## config.mk

```make
export PLATFORM = sky130hd
export DESIGN_NAME = ntt_poly_unloader
export DESIGN_NICKNAME = d
export VERILOG_FILES = /design/src/rtl/ntt_poly_unloader.sv
export SDC_FILE = /design/constraint.sdc
export NUM_CORES = 1
export LEC_CHECK = 0
export CORE_ASPECT_RATIO = 0.9
export CORE_MARGIN = 2
export CORE_UTILIZATION = 51
export CTS_CLUSTER_SIZE = 25
export DETAILED_ROUTE_END_ITERATION = 7
export PLACE_DENSITY = 0.84
export SLEW_MARGIN = 20
export SYNTH_ARGS = -nofsm -noshare
export SYNTH_HDL_FRONTEND = slang
export SYNTH_SLANG_ARGS = --single-unit
```

## constraint.sdc

```tcl
create_clock -name clk -period 2.2 [get_ports clk]
set_input_delay 0.44 -clock clk [delete_from_list [all_inputs] [get_ports clk]]
set_output_delay 0.44 -clock clk [all_outputs]
set_load 0.05 [all_outputs]
```

## src/rtl/ntt_poly_unloader.sv

```systemverilog
// Streams the 4-bank NTT coefficient memory out in natural order, four 12-bit lanes per beat.
// Optional macro UNLOAD_MODQ_EN: lanes >= Q_MOD are reduced once on the FIFO-write path.
module ntt_poly_unloader #(
  parameter int RD_LAT     = 1,
  parameter int FIFO_DEPTH = 4,
  parameter int Q_MOD      = 3329
) (
  input  logic        clk,
  input  logic        rst,
  input  logic        start,
  output logic        busy,
  output logic        done,
  output logic        ren,
  output logic [6:0]  row,
  input  logic [11:0] q0,
  input  logic [11:0] q1,
  input  logic [11:0] q2,
  input  logic [11:0] q3,
  output logic [47:0] tdata,
  output logic        tvalid,
  input  logic        tready,
  output logic        tlast,
  output logic [1:0]  dbg_state
);

  localparam int AW = (FIFO_DEPTH > 1) ? $clog2(FIFO_DEPTH) : 1;
  localparam int CW = $clog2(FIFO_DEPTH + 1);
  localparam int OW = $clog2(FIFO_DEPTH + RD_LAT + 1);

  typedef enum logic [1:0] {S_IDLE, S_RUN, S_DRAIN, S_DONE} state_e;

  state_e            state_q, state_d;
  logic [6:0]        next_row_q, next_row_d;
  logic [6:0]        last_row_q, last_row_d;
  logic [6:0]        beat_q, beat_d;
  logic [RD_LAT-1:0] vld_pipe_q;
  logic [1:0]        s_pipe_q [RD_LAT];
  logic [47:0]       fifo_mem_q [FIFO_DEPTH];
  logic [AW-1:0]     wr_ptr_q, rd_ptr_q;
  logic [CW-1:0]     cnt_q;

  logic [OW-1:0]     inflight, outstanding;
  logic              issue, push, fire;
  logic [1:0]        s_issue;
  logic [11:0]       q_bank [4];
  logic [47:0]       wr_data;

  function automatic logic [AW-1:0] ptr_inc(input logic [AW-1:0] p);
    return (p == AW'(FIFO_DEPTH - 1)) ? '0 : p + AW'(1);
  endfunction

  function automatic logic [11:0] reduce(input logic [11:0] x);
`ifdef UNLOAD_MODQ_EN
    return (x >= 12'(Q_MOD)) ? x - 12'(Q_MOD) : x;
`else
    return x;
`endif
  endfunction

  // Stream handshake: a beat moves on a rising edge where tvalid && tready; tvalid comes
  // only from FIFO occupancy, and tdata/tlast are the FIFO head, so both hold while stalled.
  assign fire   = tvalid && tready;
  assign push   = vld_pipe_q[RD_LAT-1];
  assign tvalid = (cnt_q != '0);
  assign tdata  = tvalid ? fifo_mem_q[rd_ptr_q] : '0;
  assign tlast  = tvalid && (beat_q == 7'd127);

  always_comb begin
    inflight = '0;
    for (int i = 0; i < RD_LAT; i++) inflight = inflight + OW'(vld_pipe_q[i]);
  end

  // Credit: every issued read already owns a FIFO slot, so the FIFO cannot overflow.
  assign outstanding = inflight + OW'(cnt_q);
  assign issue       = (state_q == S_RUN) && (outstanding < OW'(FIFO_DEPTH));
  assign s_issue     = 2'(next_row_q[6]) + next_row_q[5:4] + next_row_q[3:2] + next_row_q[1:0];

  assign busy      = (state_q == S_RUN) || (state_q == S_DRAIN);
  assign done      = (state_q == S_DONE);
  assign ren       = issue;
  assign row       = issue ? next_row_q : last_row_q;
  assign dbg_state = state_q;

  always_comb begin
    state_d    = state_q;
    next_row_d = next_row_q;
    last_row_d = last_row_q;
    beat_d     = fire ? beat_q + 7'd1 : beat_q;
    case (state_q)
      S_IDLE: if (start) begin
        state_d    = S_RUN;
        next_row_d = '0;
        beat_d     = '0;
      end
      S_RUN: if (issue) begin
        last_row_d = next_row_q;
        next_row_d = next_row_q + 7'd1;
        if (next_row_q == 7'd127) state_d = S_DRAIN;
      end
      S_DRAIN: if (fire && (beat_q == 7'd127)) state_d = S_DONE;
      S_DONE:  state_d = S_IDLE;
      default: state_d = S_IDLE;
    endcase
  end

  always_ff @(posedge clk) begin
    if (rst) begin
      state_q    <= S_IDLE;
      next_row_q <= '0;
      last_row_q <= '0;
      beat_q     <= '0;
    end else begin
      state_q    <= state_d;
      next_row_q <= next_row_d;
      last_row_q <= last_row_d;
      beat_q     <= beat_d;
    end
  end

  // The row swizzle travels with the read so the lane rotation lines up with returning data.
  always_ff @(posedge clk) begin
    if (rst) begin
      vld_pipe_q <= '0;
      for (int i = 0; i < RD_LAT; i++) s_pipe_q[i] <= '0;
    end else begin
      vld_pipe_q[0] <= issue;
      s_pipe_q[0]   <= s_issue;
      for (int i = 1; i < RD_LAT; i++) begin
        vld_pipe_q[i] <= vld_pipe_q[i-1];
        s_pipe_q[i]   <= s_pipe_q[i-1];
      end
    end
  end

  assign q_bank[0] = q0;
  assign q_bank[1] = q1;
  assign q_bank[2] = q2;
  assign q_bank[3] = q3;

  always_comb begin
    wr_data = '0;
    for (int k = 0; k < 4; k++) wr_data[12*k +: 12] = reduce(q_bank[2'(k) + s_pipe_q[RD_LAT-1]]);
  end

  always_ff @(posedge clk) begin
    if (push) fifo_mem_q[wr_ptr_q] <= wr_data;
  end

  always_ff @(posedge clk) begin
    if (rst) begin
      wr_ptr_q <= '0;
      rd_ptr_q <= '0;
      cnt_q    <= '0;
    end else begin
      if (push) wr_ptr_q <= ptr_inc(wr_ptr_q);
      if (fire) rd_ptr_q <= ptr_inc(rd_ptr_q);
      case ({push, fire})
        2'b10:   cnt_q <= cnt_q + CW'(1);
        2'b01:   cnt_q <= cnt_q - CW'(1);
        default: cnt_q <= cnt_q;
      endcase
    end
  end

endmodule

```

Word level (Yosys, flattened, before mapping) --
Memories as Yosys holds them, arrays and structs flattened. A register that Yosys moved wholly into a read port is not among the register bits. Index checks and enable logic that the tools add are counted.
Storage, ports and cells: word-level logic and storage cells 94, input bits 52, memories kept 2, memory bits (writable) 194, output and inout port bits 62, register bits after elaboration 31
Cells by class: muxes and demuxes 37, order comparisons 5, reductions and logical operators 12, eq/ne operators 13, $add $sub $neg 13, bitwise operators 4
Memories:
- fifo_mem_q | words 4, width 48, rd ports 1, clocked after memory_dff 1, write ports 1, line 38 | logic [47:0] fifo_mem_q [FIFO_DEPTH];
- s_pipe_q | words 1, width 2, rd ports 1, clocked after memory_dff 0, write ports 1, line 37 | logic [1:0] s_pipe_q [RD_LAT];
Operators by type and width (count):
- 12-bit binary-select mux with 2-bit select | 4
- 12-bit two-way mux | 8
- 48-bit two-way mux | 1
- 7-bit two-way mux | 6
- 2-bit two-way mux | 9
- 7-bit by 1-bit adder with 7-bit output (second input constant) | 2
- 7-bit equality test (second input constant) | 2
- 7-bit one-hot mux with 2 select lines | 1
- 3-bit >= comparator (second input constant) | 4
- 2-bit inverter with 3-bit output | 4
- 2-bit equality test (second input constant) | 5
- 2-bit one-hot mux with 4 select lines | 1
- 1-bit two-way mux | 6
- 3-bit one-hot mux with 2 select lines | 1
- 2-bit by 1-bit adder with 2-bit output (second input constant) | 2
- 2-bit adder | 2
- 2-bit adder (first input constant) | 2
- 2-bit by 1-bit equality test with 1-bit output (second input constant) | 2
- 1-bit logical AND | 4
- 2-bit by 1-bit != test with 1-bit output (second input constant) | 2
- 2-bit != test (second input constant) | 2
- 4-bit AND reduction | 1
- 2-bit nonzero test | 2
- 1-bit by 3-bit adder with 3-bit output | 1
- 10 further kinds | 10

Longest topological paths before layout --
Gate-level depths: netlist of run 1. An unclocked memory read counts as a cell.
word-level depth 6, depth in mapped cells 10

Worst setup path after synthesis of run 1 --
OpenSTA, ideal clock, no wires.
kind reg2out, start reg state_q[0] (netlist: dbg_state[0]), end out row[0], arrival time 1.787 ns, stages on the path, launching flop included 6, slack -0.027 ns, required time 1.760 ns, cell sequence dfxtp_1 ha_1 buf_2 nand2_2 inv_4 mux2_4
On the way: cells in the longest elaborated chain, start to end 3
RTL lines:
- from (decl) | line 32 | state_e state_q, state_d;
- from (signal assigned) | line 113 | state_q <= state_d;
- 2-bit by 1-bit equality test with 1-bit output | line 75 | assign issue = (state_q == S_RUN) && (outstanding < OW'(FIFO_DEPTH));
- 1-bit logical AND | line 75
- via ren | line 13 | output logic ren,
- 7-bit two-way mux
- to (decl) | line 14 | output logic [6:0] row,
The timed path passes the listed nets, and every way through them passes these cells.

==> impl_metrics.csv, run 1 <==
group,metric,value,unit
grt,antenna_found_initial,0,
setup_path,crit_end,"tdata[39]",
run_status,status,"finished with violations",
yosys,synth.top_cell.area_share,0.567,
run_status,violations,"negative setup slack",
finish,final_cells,978,
power,p_total,15.5,mW
yosys,syn_area,0.0102,mm^2
setup_path,crit_type,"flop to output pin",
min_path,min_path_type,"flop to flop",
yosys,synth_flop_cell,"edfxtp_1",
setup_path,reg2regPathDepth,10,
placement,port_buffers,113,
grt,grt_pass1_wl,35700,um
setup_path,reg2reg_slack,0.04,ns
grt,overflow,0,
grt,grt_max_degree,50,
clock_network,clk_latency,0.52,ns
clock_network,cts.htree.levels,1,
timing,layout_setup_ws,-0.324,ns
die,core,0.0198,mm^2
yosys,yosys_register_bits,227,
setup_path,rr_endpoint,"cnt_q[2]$_SDFFE_PP0P_",
die,ios,114,
die,dieArea,0.0211,mm^2
clock_network,cts_root_buf,"clkbuf_16",
die,die-width,153,um
timing,worst-slew-pin-transition,0.720,ns
drt,dr_total_vias,5915,
power,powerDensity,1140,mW/mm^2
finish,n_fill_cell,1206,
timing,setup_viol,56,
yosys,synth_top_area_cell,"edfxtp_1",
placement,dp_hpwl,13400,um
timing,finalCritPeriodShare,1.15,
timing,hold_viol_final,0,
timing,skew,0.0186,ns
grt,grt_pass1_vias,6398,
finish,num_antenna_cells,0,
placement,pre_cts_ws,-0.110,ns
setup_path,required,1.76,ns
placement,gp_congestion,0.762,
drt,viasPerCell,6.05,
setup_path,cp-end-kind,"output pin",
timing,period_minus_slack,2.52,ns
die,die_height,138,um
timing,fmax,396,MHz
finish,areaGrowthSynthToFinish,33.4,%
yosys,synth_area_leaders,"edfxtp_1, mux4_2, dfxtp_1",
setup_path,cp-start-kind,"flop",
die,fp-row-count,49,
drt,drc_errors,0,
yosys,syn-instance-count,553,
clock_network,cts_buffer_depth,3,
drt,dr.pass1.iters,5,
setup_path,arrival,2.08,ns
yosys,synth-edff-count,192,
yosys,yosysMostFrequentCell,"edfxtp_1",
yosys,ys_async_sr_fraction,0,
clock_network,cts_hold_buf,0,
clock_network,cts.sinks,227,
timing,grt_setup_unrepaired,"yes",
clock_network,clkTransAtPathRegs,0.06,ns
yosys,ys_types,41,
drt,routedWlPerCell,24.0,um
drt,drt_iter0_drc,397,
yosys,syn-num-nets,620,
placement,dp_cells,910,
grt,grt_use_total,0.219,
power,p_leak,4.53,nW
timing,slew_headroom,0.517,
yosys,yosys_warnings,0,
clock_network,cts_tree,"yes",
setup_path,r2r-start,"cnt_q[1]$_SDFFE_PP0P_",
setup_path,cp_max_fo,5,
timing,drv_slew,0,
die,start_util,0.514,
finish,drive_gt1_frac,0.436,
yosys,avgSynthCellArea,18.4,um^2
drt,drt-total-wl,23500,um
clock_network,cts_buffers,23,
yosys,synth_common_cells,"edfxtp_1, mux4_2, and2_1",
drt,ant_nets,0,
yosys,synth-seq-area-share,0.635,
flow_run,cap_violations,0,
power,ir_drop,1060,uV
finish,finalNetCount,774,
[sequential cells by signal (all words and copies together) (netlist names), named ones only]
name and flops:
beat_q 7, cnt_q 3, dbg_state 2, fifo_mem_q 192, last_row_q 7, next_row_q 7
push 1, rd_ptr_q 2, s_pipe_q 2, wr_ptr_q 2
[kinds of logic after synthesis]
kind of cell             synth area share
AND/OR/NAND/NOR                    0.0730
buffers and inverters              0.0205
adder cells (fa/ha/maj)            0.0199
XOR/XNOR                           0.0112
multiplexers                        0.224
flip-flops                          0.635
AO/OA/AOI/OAI                      0.0162
[stage by stage]
| stage | setup TNS [ns] | hold slack [ns] | instance area, um^2 | utilization |
|---|---|---|---|---|
| 2_1_floorplan | 0 | 0.454 | 10200 | - |
| 3_3_place_gp | -0.0593 | 0.456 | 12200 | 0.619 |
| 3_5_place_dp | -0.110 | 0.470 | 12200 | 0.619 |
| 4_1_cts | -13.62 | 0.482 | 13500 | 0.680 |
| 5_1_grt | -15.42 | 0.514 | 13600 | 0.686 |
| 6_report | -12.72 | 0.479 | 13600 | 0.686 |
[report_power, final]
| group | internal (mW) | leakage [nW] | switching, mW |
|---|---|---|---|
| logic | 3.16 | 2.15 | 3.29 |
| clock network | 2.28 | 0.357 | 1.58 |
| registers | 5.10 | 2.02 | 0.138 |
[cell type report]
| type | count | area (um^2) | share of cell area |
|---|---|---|---|
| inverter | 11 | 51.3 | 0.00378 |
| multi-input combinational | 284 | 3660 | 0.270 |
| tap | 255 | 319 | 0.0235 |
| timing repair buffer | 159 | 2290 | 0.169 |
| clock inverter | 13 | 151 | 0.0112 |
| timing repair inverter | 1 | 6.26 | 0.000461 |
| sequential | 227 | 6500 | 0.479 |
| clock buffer | 28 | 594 | 0.0438 |
[routing by layer]
metal  vias up  global-route usage  wire length, um
met1      3083               0.271             8700
met4         0              0.0624              544
met3        39              0.0511             1870
li1       2529                   -                -
met2       264               0.388            12300
met5         -                   0                0
[critical path: stages, from the launching register on]
cell     delay, ns
dfxtp_4       0.38
buf_12        0.13
buf_12        0.12
buf_16        0.12
mux4_2        0.48
and2_4        0.19
buf_12        0.14
[worst min path at each step]
stage	from	end	slack (ns)	cells after the start
after global placement	rd_ptr_q[1]$_SDFFE_PP0P_	flop	0.46	2
after floorplan	beat_q[5]$_SDFF_PP0_	beat_q[5]$_SDFF_PP0_	0.45	2
after global routing	rd_ptr_q[1]$_SDFFE_PP0P_	flop	0.51	2
final	rd_ptr_q[1]$_SDFFE_PP0P_	flop	0.48	2
after detailed placement	rd_ptr_q[1]$_SDFFE_PP0P_	flop	0.47	2
after CTS	rd_ptr_q[1]$_SDFFE_PP0P_	flop	0.48	2
[layout by cell type (no fill, tap or decap), drive strengths merged]
cell           count
edfxtp           192
a211oi             2
xor2               8
nand4              4
nor2b             11
a21o               2
fa                 2
o21ai              4
nand3b             6
nand4b             1
clkdlybuf4s50     52
and2              52
nor4b              1
clkbuf            29
buf              104
dlygate4sd2        1
ha                13
a21oi             11
clkinv             9
and3               4
a31o               1
nor3               5
mux4              96
inv               11
dlymetal6s2s       1
nor2              17
clkinvlp           2
nand3              6
or3                5
dfxtp             35
mux2               7
mux2i              1
bufinv             3
o311ai             5
xnor2              5
nand2             15
[what timing repair did]
action / CTS / global route
gates resized for setup: 83 / 10
gates cloned: 5 / 2
setup endpoints to repair: 59 / 59
pin swaps: 2 / 28
endpoints found under the hold margin: 0 / 0
buffers inserted: 15 / 6
Power figures use the tool's default switching activity.
==> inputs of run 2 (changes only) <==
--- a/config.mk
+++ b/config.mk
@@ -5,6 +5,7 @@
 export SDC_FILE = /design/constraint.sdc
 export NUM_CORES = 1
 export LEC_CHECK = 0
+export ABC_AREA = 1
 export CORE_ASPECT_RATIO = 0.9
 export CORE_MARGIN = 2
 export CORE_UTILIZATION = 51
==> run 2 against run 1 <==
Against the previous run: sequential share of layout area is 4.3 points lower; critical endpoint is now tdata[47]; worst hold slack better by 0.045 ns; the flow still finishes with violations (negative setup slack); critical path type unchanged; final area increased by 9.8%; count of clock-buffer cells in the layout is the same; sequential power increased by 9.4%.
==> impl_metrics.csv, run 2 <==
group,metric,value,unit
setup_path,crit_top_cell,"buf_12",
yosys,yosys.area_share.simple,0.148,
yosys,synth_xor_area_frac,0.00509,
timing,finalCritPeriodShare,1.15,
setup_path,cp-end-kind,"output pin",
die,start_util,0.518,
min_path,min_path_type,"flop to flop",
setup_path,cp-start-kind,"flop",
clock_network,cts_buffer_depth,3,
drt,wl_met2,17500,um
drt,drt-total-wl,37300,um
clock_network,clkTransAtPathRegs,0.07,ns
clock_network,clk_latency,0.53,ns
yosys,yosys_warnings,0,
grt,grt_pass1_vias,8941,
yosys,syn-instance-count,1064,
yosys,synth_compound_area_frac,0.139,
drt,wl_met3,4480,um
drt,drc_errors,0,
drt,top_layer,"met4",
placement,dp_cells,1406,
timing,grt_setup_unrepaired,"yes",
yosys,avgSynthCellArea,9.71,um^2
finish,mostFrequentLayoutCell,"edfxtp_1",
setup_path,cp_slowest_stage_delay,0.40,ns
yosys,syn_area,0.0103,mm^2
yosys,synth_common_cells,"nor2_1, edfxtp_1, o21ai_0",
clock_network,cts.htree.levels,1,
setup_path,required,1.76,ns
timing,fmax,396,MHz
grt,overflow,0,
run_status,status,"finished with violations",
yosys,ys_types,36,
power,powerDensity,1620,mW/mm^2
finish,areaGrowthSynthToFinish,44.3,%
drt,ant_nets,0,
die,core,0.0199,mm^2
yosys,synth-seq-area-share,0.626,
die,ios,114,
clock_network,cts_root_buf,"clkbuf_16",
drt,drt_iter0_drc,1661,
die,fp-row-count,49,
timing,hold_ws,0.524,ns
timing,layout_setup_ws,-0.326,ns
yosys,synth_top_area_cell,"edfxtp_1",
setup_path,crit_family,"buffers and inverters",
drt,dr.pass1.iters,7,
yosys,synth_top_family_by_area,"simple AND/OR/NAND/NOR gates",
timing,skew,0.0269,ns
yosys,syn-num-nets,1131,
run_status,violations,"negative setup slack",
grt,grt_max_degree,97,
timing,drv_slew,0,
drt,routedWlPerCell,24.8,um
yosys,synth-edff-count,192,
finish,largest_reg_flops,192,
finish,num_antenna_cells,0,
clock_network,cts.sinks,227,
setup_path,path_cells,"buf_12, buf_12, nor2_1, nor2_1, o21ai_1, a21oi_2, buf_12",
die,dieArea,0.0214,mm^2
finish,final_cells,1506,
finish,regMostFlops,"fifo_mem_q",
power,p_leak,5.47,nW
yosys,synth.top_cell.area_share,0.558,
power,ir_drop,1860,uV
timing,setup_viol,57,
timing,period_minus_slack,2.53,ns
drt,dr_total_vias,9454,
clock_network,cts_buffers,23,
placement,pre_cts_ws,-0.0265,ns
flow_run,cap_violations,0,
die,die-width,154,um
grt,grt_pass1_wl,49200,um
yosys,synth_area_leaders,"edfxtp_1, nor2_1, o21ai_0",
setup_path,arrival,2.09,ns
yosys,synthMuxAreaShare,0,
timing,worst-slew-pin-transition,0.816,ns
drt,viasPerCell,6.28,
finish,drive_gt1_frac,0.293,
clock_network,cts_tree,"yes",
timing,tns,-9.44,ns
yosys,yosys_register_bits,227,
placement,gp_congestion,0.806,
finish,layout_common_cells,"edfxtp_1, nor2_1, nand2_1",
grt,grt_use_total,0.298,
grt,antenna_found_initial,0,
setup_path,cp_max_fo,14,
yosys,ys_async_sr_fraction,0,
setup_path,crit_type,"flop to output pin",
yosys,synth-adder-area-share,0.0196,
timing,hold_viol_final,0,
drt,drt-met1-wl,12500,um
placement,dp_hpwl,16800,um
placement,port_buffers,113,
timing,slew_headroom,0.456,
yosys,synth_flop_cell,"edfxtp_1",
setup_path,crit_slowest_cell,"dfxtp_4",
setup_path,crit_buf_inv,3,
finish,finalNetCount,1302,
die,die_height,139,um
yosys,yosysMostFrequentCell,"nor2_1",
==> run 2: area by class of cell <==
class	count	area [um^2]
Timing Repair inverter	1	11.3
Inverter	92	372
Sequential cell	227	6490
Clock inverter	13	151
Clock buffer	28	624
Multi-Input combinational cell	686	3980
Tap cell	255	319
Timing Repair Buffer	204	2960
Fill cell	1048	5020
==> run 2: worst register-to-register path, stage by stage (launching register included) <==
cell,delay [ns]
dfxtp_4,0.37
inv_1,0.11
nand3_4,0.15
nand2_4,0.06
inv_1,0.07
ha_1,0.15
inv_1,0.08
fa_1,0.38
a21oi_1,0.16
o21ai_0,0.18
o21ai_0,0.21
a21oi_1,0.08
==> run 2: metal layers <==
metal | track usage | vias to the layer above
met1 | 0.375 | 4367
met4 | 0.155 | 0
met2 | 0.499 | 889
met5 | 0 | -
li1 | - | 3936
met3 | 0.0494 | 262
==> run 2: path summary, 6_finish.rpt <==
check | cells past startpoint | endpoint | startpoint | slack (ns)
min reg2reg | 2 | last_row_q[0]$_SDFFE_PP0P_ | last_row_q[0]$_SDFFE_PP0P_ | 0.52
min | 2 | last_row_q[0]$_SDFFE_PP0P_ | last_row_q[0]$_SDFFE_PP0P_ | 0.52
max reg2reg | 11 | cnt_q[2]$_SDFFE_PP0P_ | cnt_q[1]$_SDFFE_PP0P_ | 0.04
max | 7 | tdata[47] | flop | -0.33
==> run 2: metrics by stage <==
| step | instance area [um^2] | power [mW] | util |
|---|---|---|---|
| 6_report | 14900 | 24.1 | 0.748 |
| 5_1_grt | 14900 | 24.6 | 0.748 |
| 4_1_cts | 14400 | 22.5 | 0.721 |
| 3_5_place_dp | 12500 | 16.7 | 0.628 |
| 3_3_place_gp | 12500 | 16.4 | 0.628 |
| 2_1_floorplan | 10400 | 11.8 | - |
==> run 2: repair_timing <==
item | 4_1_cts | 5_1_grt
resized for setup | 181 | 125
setup buffers | 34 | 8
endpoints found under the setup margin | 56 | 67
hold buffers | 0 | 0
pin swaps | 60 | 58
endpoints found under the hold margin | 0 | 0
gates cloned | 13 | 6
==> run 2: report_power, final <==
part | switching [mW] | leakage [nW] | total [mW] | internal [mW]
Combinational | 8.64 | 3.07 | 14.3 | 5.66
Clock | 1.71 | 0.376 | 4.09 | 2.38
Sequential | 0.279 | 2.02 | 5.73 | 5.45
==> run 2: cells by family after synthesis <==
group / Yosys count
AO/OA/AOI/OAI: 282
XOR/XNOR: 6
adder cells (fa/ha/maj): 15
buffers and inverters: 152
flip-flops: 227
AND/OR/NAND/NOR: 382
==> inputs of run 3 (changes only) <==
--- a/config.mk
+++ b/config.mk
@@ -6,6 +6,7 @@
 export NUM_CORES = 1
 export LEC_CHECK = 0
 export ABC_AREA = 1
+export ABC_CLOCK_PERIOD_IN_PS = 2200
 export CORE_ASPECT_RATIO = 0.9
 export CORE_MARGIN = 2
 export CORE_UTILIZATION = 51
==> results of run 3 <==
The final DEF is identical to that of run 2; final timing and power are the same.
